## config.mk

```make
export PLATFORM = sky130hd
export DESIGN_NAME = regfile_mp
export DESIGN_NICKNAME = d
export VERILOG_FILES = /design/src/rtl/regfile_mp.sv
export SDC_FILE = /design/constraint.sdc
export NUM_CORES = 2
export LEC_CHECK = 0
export ABC_AREA = 1
export CAP_MARGIN = 20
export CELL_PAD_IN_SITES_DETAIL_PLACEMENT = 1
export CELL_PAD_IN_SITES_GLOBAL_PLACEMENT = 1
export CORE_ASPECT_RATIO = 0.8
export CORE_UTILIZATION = 47
export DETAILED_ROUTE_END_ITERATION = 7
export PLACE_DENSITY_LB_ADDON = 0.1
export SLEW_MARGIN = 20
export SYNTH_ARGS = -nofsm -noshare
export SYNTH_HDL_FRONTEND = slang
export SYNTH_SLANG_ARGS = --single-unit
export TNS_END_PERCENT = 10
```

## constraint.sdc

```tcl
create_clock -name clk -period 42.9 [get_ports clk]
set_clock_uncertainty 0.1 [all_clocks]
set_input_delay 8.58 -clock clk [delete_from_list [all_inputs] [get_ports clk]]
set_output_delay 8.58 -clock clk [all_outputs]
set_load 0.02 [all_outputs]
```

## src/rtl/regfile_mp.sv

```systemverilog
// regfile_mp: parametrised multi-port integer register file with a per-register
// busy scoreboard and a registered pending-writeback counter.
//
// Optional feature macro: REGFILE_BYPASS_EN
//   defined   -> same-cycle write-to-read forwarding (combinational wdata->rdata path)
//   undefined -> reads return pre-clock contents; writes are visible next cycle
module regfile_mp #(
  parameter int XLEN     = 32,
  parameter int NREGS    = 32,
  parameter int NRD      = 2,
  parameter int NWR      = 1,
  parameter int ZERO_REG = 1
) (
  input  logic                            clk,
  input  logic                            rst,
  input  logic [NRD*$clog2(NREGS)-1:0]    raddr_i,
  output logic [NRD*XLEN-1:0]             rdata_o,
  output logic [NRD-1:0]                  rbusy_o,
  input  logic [NWR-1:0]                  we_i,
  input  logic [NWR*$clog2(NREGS)-1:0]    waddr_i,
  input  logic [NWR*XLEN-1:0]             wdata_i,
  input  logic                            rsv_valid_i,
  input  logic [$clog2(NREGS)-1:0]        rsv_addr_i,
  output logic                            rsv_ok_o,
  output logic [$clog2(NREGS):0]          pend_cnt_o
);

  localparam int AW = $clog2(NREGS);
  localparam bit ZR = (ZERO_REG != 0);

  logic [XLEN-1:0] rf_q [NREGS];
  logic [XLEN-1:0] rf_d [NREGS];
  logic [NREGS-1:0] busy_q, busy_d;
  logic [AW:0]      pend_q, pend_d;
  logic [NWR-1:0]   wr_act;

  // Effective write enables: a write to register 0 is dropped when it is hardwired.
  always_comb begin
    wr_act = '0;
    for (int j = 0; j < NWR; j++) begin
      wr_act[j] = we_i[j] && !(ZR && (waddr_i[j*AW +: AW] == '0));
    end
  end

  // Reservation acceptance uses the pre-clock busy value only.
  assign rsv_ok_o = rsv_valid_i && !busy_q[rsv_addr_i] && !(ZR && (rsv_addr_i == '0));

  // Next-state data/busy: ascending port order lets the highest port win a collision,
  // and the reservation is applied last so it wins busy over a same-cycle write.
  always_comb begin
    rf_d   = rf_q;
    busy_d = busy_q;
    for (int j = 0; j < NWR; j++) begin
      if (wr_act[j]) begin
        rf_d[waddr_i[j*AW +: AW]]   = wdata_i[j*XLEN +: XLEN];
        busy_d[waddr_i[j*AW +: AW]] = 1'b0;
      end
    end
    if (rsv_ok_o) begin
      busy_d[rsv_addr_i] = 1'b1;
    end
    if (ZR) begin
      rf_d[0]   = '0;
      busy_d[0] = 1'b0;
    end
  end

  // Population count of the next-state busy vector feeds the registered counter.
  always_comb begin
    pend_d = '0;
    for (int i = 0; i < NREGS; i++) begin
      pend_d = pend_d + (AW+1)'(busy_d[i]);
    end
  end

  // State registers: register array, busy scoreboard and pending counter.
  always_ff @(posedge clk or posedge rst) begin
    if (rst) begin
      rf_q   <= '{default: '0};
      busy_q <= '0;
      pend_q <= '0;
    end else begin
      rf_q   <= rf_d;
      busy_q <= busy_d;
      pend_q <= pend_d;
    end
  end

  assign pend_cnt_o = pend_q;

  // Combinational read ports, with optional forwarding from the write ports.
  always_comb begin
    rdata_o = '0;
    rbusy_o = '0;
    for (int k = 0; k < NRD; k++) begin
      rdata_o[k*XLEN +: XLEN] = rf_q[raddr_i[k*AW +: AW]];
      rbusy_o[k]              = busy_q[raddr_i[k*AW +: AW]];
`ifdef REGFILE_BYPASS_EN
      // Forwarding is suppressed in reset so reads stay at zero while rst is high.
      for (int j = 0; j < NWR; j++) begin
        if (!rst && wr_act[j] && (waddr_i[j*AW +: AW] == raddr_i[k*AW +: AW])) begin
          rdata_o[k*XLEN +: XLEN] = wdata_i[j*XLEN +: XLEN];
          rbusy_o[k]              = rsv_ok_o && (rsv_addr_i == raddr_i[k*AW +: AW]);
        end
      end
`endif
      if (ZR && (raddr_i[k*AW +: AW] == '0)) begin
        rdata_o[k*XLEN +: XLEN] = '0;
        rbusy_o[k]              = 1'b0;
      end
    end
  end

endmodule

```

**Word level (Yosys, flattened, before mapping)**

Cells that the tools add are included.

- Bits in registers: 1029
- Output and inout bits: 73

- Add/sub/neg operators: 30
- Magnitude comparators: 10
- Multiplexer cells: 25
- Bitwise operators: 6
- Reductions and logical operators: 13

Operators with widths:

| cell | count |
|---|---|
| 1024-bit bitwise mux | 1 |
| 32-bit binary-select mux with 5-bit select | 2 |
| 32-bit 2-to-1 mux | 9 |
| 32-bit demux with 5-bit select | 1 |
| 6-bit by 1-bit adder with 6-bit output | 25 |
| 32-bit bitwise AND | 1 |
| 32-bit inverter | 1 |
| 32-bit OR | 1 |
| 5-bit by 6-bit < comparator with 1-bit output, second input constant | 4 |
| 5-bit zero test | 4 |
| 6-bit greater-or-equal comparator, second input constant | 3 |
| 5-bit inverter with 6-bit output | 3 |
| 1-bit binary-select mux with 5-bit select | 3 |
| 1-bit demux with 5-bit select | 2 |
| 5-bit by 1-bit greater-or-equal comparator with 1-bit output, second input constant | 2 |
| 1-bit 2-to-1 mux | 7 |
| 5-bit by 1-bit adder with 6-bit output | 1 |
| 1-bit logical AND | 6 |
| 6-bit by 1-bit < comparator with 1-bit output, second input constant | 1 |
| 4-bit by 1-bit adder with 5-bit output | 1 |
| 3-bit by 1-bit adder with 4-bit output | 1 |
| 2-bit by 1-bit adder with 3-bit output | 1 |
| 1-bit zero test | 3 |
| 1-bit by 1-bit adder with 2-bit output | 1 |

**Logic depth before layout (Yosys ltp)**

- Depth in word-level cells: 39
- Depth in mapped cells: 30

**Least setup slack after synthesis**

OpenSTA, ideal clock, no wires.

- Path kind: in2out
- From: input raddr_i[0]
- To: output rdata_o[12]
- Arrival time: 9.836 ns
- Setup slack: 24.384 ns
- Cell stages on the path: 10
- Path buffers: 4
- Path through: buf_2 > buf_4 > buf_2 > buf_1 > nor2_1 > o22ai_1 > nand2_1 > nand3_1 > nand3_1 > nand2_1

- Word-level cells in the longest chain between the ends: 5
- Elaborated cells on any way between the ends: 6
- Those cells by class: 4 x mux; 1 x bitwise; 1 x reduce/logical

RTL lines:

| what | line | source |
|---|---|---|
| from (decl) | 16 | `input logic [NRD*$clog2(NREGS)-1:0] raddr_i,` |
| 5-bit inverter with 6-bit output (not written as such) | 96 | `rdata_o[k*XLEN +: XLEN] = rf_q[raddr_i[k*AW +: AW]];` |
| 32-bit binary-select mux with 5-bit select | 96 |  |
| 32-bit 2-to-1 mux (not written as such) (2 in a row) | 96 |  |
| 32-bit 2-to-1 mux (*) | 107 | `if (ZR && (raddr_i[k*AW +: AW] == '0)) begin` |
| to (decl) | 17 | `output logic [NRD*XLEN-1:0] rdata_o,` |

Mark *: on every way between the ends. The rest lies on a longest branch, timed or not. The select of a mux whose other input is x is not followed.

**Worst setup path after layout**

- From: input raddr_i[6]
- To: output rdata_o[61]

The elaborated chain is that of the path after synthesis.

==> results.py <==
metrics = {
    "cts": {
        "cts_buffers": 111,
        "cts.sinks": 1029,
        "clkLatencyLatePin_ns": 0.76,
        "root_buffer": "clkbuf_16",
        "clkTransAtPathRegs_ns": 0.05,
        "ctsHtreeMaxLevel": 3,
        "hold_buffers": 0,
        "ctsLongestPathBuffers": 3,
        "post_cts_buffers": 0,
        "cts_tree": "yes",
        "cts.repair.resized": 0,
    },
    "drt": {
        "antenna_left": 0,
        "drt-initial-drc-count": 6525,
        "post_drt_via_cell_ratio": 6.61,
        "totalWireLength_um": 254000,
        "drt_pre_antenna_iters": 6,
        "wire_per_inst_um": 29.0,
        "drc": 0,
        "vias": 57800,
    },
    "timing": {
        "worst_hold_slack_ns": 0.386,
        "hold_viol": 0,
        "finalCritPeriodShare": 0.536,
        "worstMarginPinSlew_ns": 1.20,
        "fin_crit_ns": 23.00,
        "slew_headroom": 0.200,
        "fmax_mhz": 43.5,
        "rsz0062_at_grt": "no",
        "setup_viol": 0,
        "slew_viol_final": 0,
        "fin_setup_tns_ns": 0,
    },
    "synthesis": {
        "synth_area_per_cell_um2": 7.53,
        "yosysTopAreaCell": "dfrtp_1",
        "synth_top_area_frac": 0.457,
        "synth_most_common_cell": "o21ai_0",
        "synth.cell_area_um2": 56300,
        "ys_seq_area_frac": 0.457,
        "yosys_warnings": 0,
        "synth_common_cells": "1,455 x o21ai_0, 1,195 x nand2_1, 1,029 x dfrtp_1",
        "async_flop_share": 1.00,
        "ys_types": 34,
        "ys.flop_type": "dfrtp_1",
        "synth_fp_nets": 7573,
        "synth_cells": 7487,
        "synth_edf_count": 0,
        "synth_top_family_by_area": "compound AO/OA/AOI/OAI gates",
        "synth_xor_xnor_area_share": 0.000466,
        "synth-adder-area-share": 0.00973,
        "synth-seq-cells": 1029,
        "yosys.area_share.simple": 0.170,
        "yosys-top-cells-area": "dfrtp_1 46%, o21ai_0 13%, nand2_1 8.0%, a21oi_1 7.2%, nand3_1 4.6%",
        "synthMuxAreaShare": 0,
        "synth_compound_area_frac": 0.274,
    },
    "floorplanning": {
        "die_y_um": 312,
        "initial_core_util": 0.474,
        "coreArea_um2": 119000,
        "dieArea_um2": 121000,
        "die-width_um": 389,
        "io_pins": 129,
        "std_cell_rows": 113,
    },
    "layout": {
        "fillers": 14600,
        "drive_above_1_share": 0.0508,
        "area_delta_synth_final_pct": 9.04,
        "fin_cells": 8747,
        "nets": 7185,
        "stdcell_area_um2": 61400,
    },
    "worst_hold_path": {
        "hold_class": "flop to flop",
    },
    "global_routing": {
        "grt_use_total": 0.415,
        "antenna_found_initial": 15,
        "grt-ovfl-total": 0,
        "grt_pass1_wl_um": 380000,
        "grt_pass1_vias": 58000,
        "grt_start_max_net_pins": 159,
    },
    "power": {
        "finalPower_w": 0.00334,
        "p_per_area_nw_per_um2": 54.4,
        "p_leak_nw": 26.6,
        "ir_worst_vdd_mv": 0.116,
    },
    "placed_design": {
        "dpl_cell_area_um2": 57600,
        "place_inst": 8538,
        "io_buffers": 128,
        "dp_hpwl_um": 138000,
        "gp_congestion": 0.874,
    },
    "run_status": {
        "status": "complete, no violations",
    },
    "worst_setup_path": {
        "criticalPathCategory": "input pin to output port",
        "cp-start-kind": "input pin",
        "cpLargestDelayFamily": "buffers and inverters",
        "worst_ep_arrival_time_ns": 14.32,
        "crit_path_max_incr_delay_ns": 0.89,
        "path_buf_inv": 6,
        "required_ns": 34.22,
        "cpMostUsedCell": "buf_4",
        "path_cells": "buf_4 -> inv_8 -> nand2_4 -> buf_4 -> buf_4 -> buf_4 -> o2111ai_1 -> nand3_1 -> nand3_1 -> nand2_1 -> clkdlybuf4s50_1",
        "slowest_stage": "buf_4",
        "path_max_fanout": 92,
        "cp-end-kind": "output port",
    },
    "job": {
        "maxCapViolCount": 0,
    },
}
[logic make-up after synthesis]
| family | count (synthesis) |
|---|---|
| AO/OA/AOI/OAI | 2834 |
| XOR/XNOR | 3 |
| adder cells (fa/ha/maj) | 30 |
| buffers and inverters | 1253 |
| flip-flops | 1029 |
| AND/OR/NAND/NOR | 2338 |
[worst reg2reg max path: stages (launching register included)]
cell and delay (ns):
dfrtp_1 0.44, nand2_1 0.09, nand2_1 0.05, nand2_1 0.05, nand2_1 0.07, nand2_1 0.09, nand2_1 0.06, inv_1 0.43
nand3_4 0.47, nand2_1 0.23, nand2_1 0.09, fa_1 0.48, inv_1 0.05, fa_1 0.49, inv_1 0.06, fa_1 0.50
inv_1 0.05, fa_1 0.51, fa_1 0.61, fa_1 0.46, fa_1 0.47, fa_1 0.48, a21oi_1 0.16, nor2_1 0.05
nor2_1 0.14, xnor2_1 0.22
[sequential cells by signal (all words and copies together), names as in the netlist]
| name | count |
|---|---|
| pend_cnt_o | 6 |
| busy_q | 31 |
| rf_q | 992 |
[routing by layer]
layer / part of all wire / vias to the layer above / global-route usage
li1: - / 24700 / -
met1: 0.42 / 29400 / 0.577
met2: 0.44 / 3074 / 0.627
met3: 0.11 / 622 / 0.0981
met4: 0.039 / 12 / 0.154
met5: 0.00029 / - / 0
[where the power goes]
group          internal, W  switching, W  total (W)  leakage [nW]
sequential         0.00119      0.000142    0.00133          12.6
combinational     0.000352      0.000636   0.000988          12.1
clock             0.000586      0.000438    0.00102          1.87
[final timing paths]
check                      depth (start not counted)                       to  slack [ns]             startpoint
setup / recovery                                  11              rdata_o[61]       19.90             raddr_i[6]
hold / removal                                     2    rf_q[868]$_DFFE_PP0P_        0.39  rf_q[868]$_DFFE_PP0P_
setup reg to reg                                  25  pend_cnt_o[4]$_DFF_PP0_       35.89   busy_q[18]$_DFF_PP0_
hold reg to reg                                    2    rf_q[868]$_DFFE_PP0P_        0.39  rf_q[868]$_DFFE_PP0P_
max in group asynchronous                          6    rf_q[939]$_DFFE_PP0P_       30.87                    rst
min in group asynchronous                          2    rf_q[186]$_DFFE_PP0P_        8.23                    rst
[final cells by class]
| class | instances | area, um^2 | area share |
|---|---|---|---|
| multi-input cells | 5205 | 25800 | 0.420 |
| flip-flops and latches | 1029 | 25700 | 0.419 |
| clock buffers | 164 | 3310 | 0.0539 |
| clock inverters | 41 | 463 | 0.00753 |
| repair buffers | 233 | 2170 | 0.0353 |
| diodes | 4 | 10.0 | 0.000163 |
| inverters | 519 | 2000 | 0.0326 |
| well taps | 1552 | 1940 | 0.0316 |
[metrics by stage]
step                 util  setup slack (ns)
floorplan               -              5.26
global placement    0.485             20.31
detailed placement  0.485             20.22
CTS                 0.517             20.21
global route        0.517             20.05
finish              0.517             19.90
[cells in the final DEF, fill, tap and decap left out, types with 24 or more instances in the layout]
cell type / Yosys / routed
buf_4: 18 / 99
clkdlybuf4s50_1: 0 / 118
o2111ai_1: 90 / 90
nand3_1: 517 / 511
inv_1: 508 / 499
nor2_1: 576 / 573
o21ai_0: 1455 / 1455
o211ai_1: 257 / 257
o22ai_1: 115 / 115
a31oi_1: 65 / 65
clkinv_2: 0 / 24
o21ai_1: 28 / 28
a21oi_1: 811 / 811
dfrtp_1: 1029 / 1029
clkbuf_16: 0 / 116
nand2_1: 1195 / 1188
clkbuf_1: 479 / 25
(Power assumes the default switching activity.)
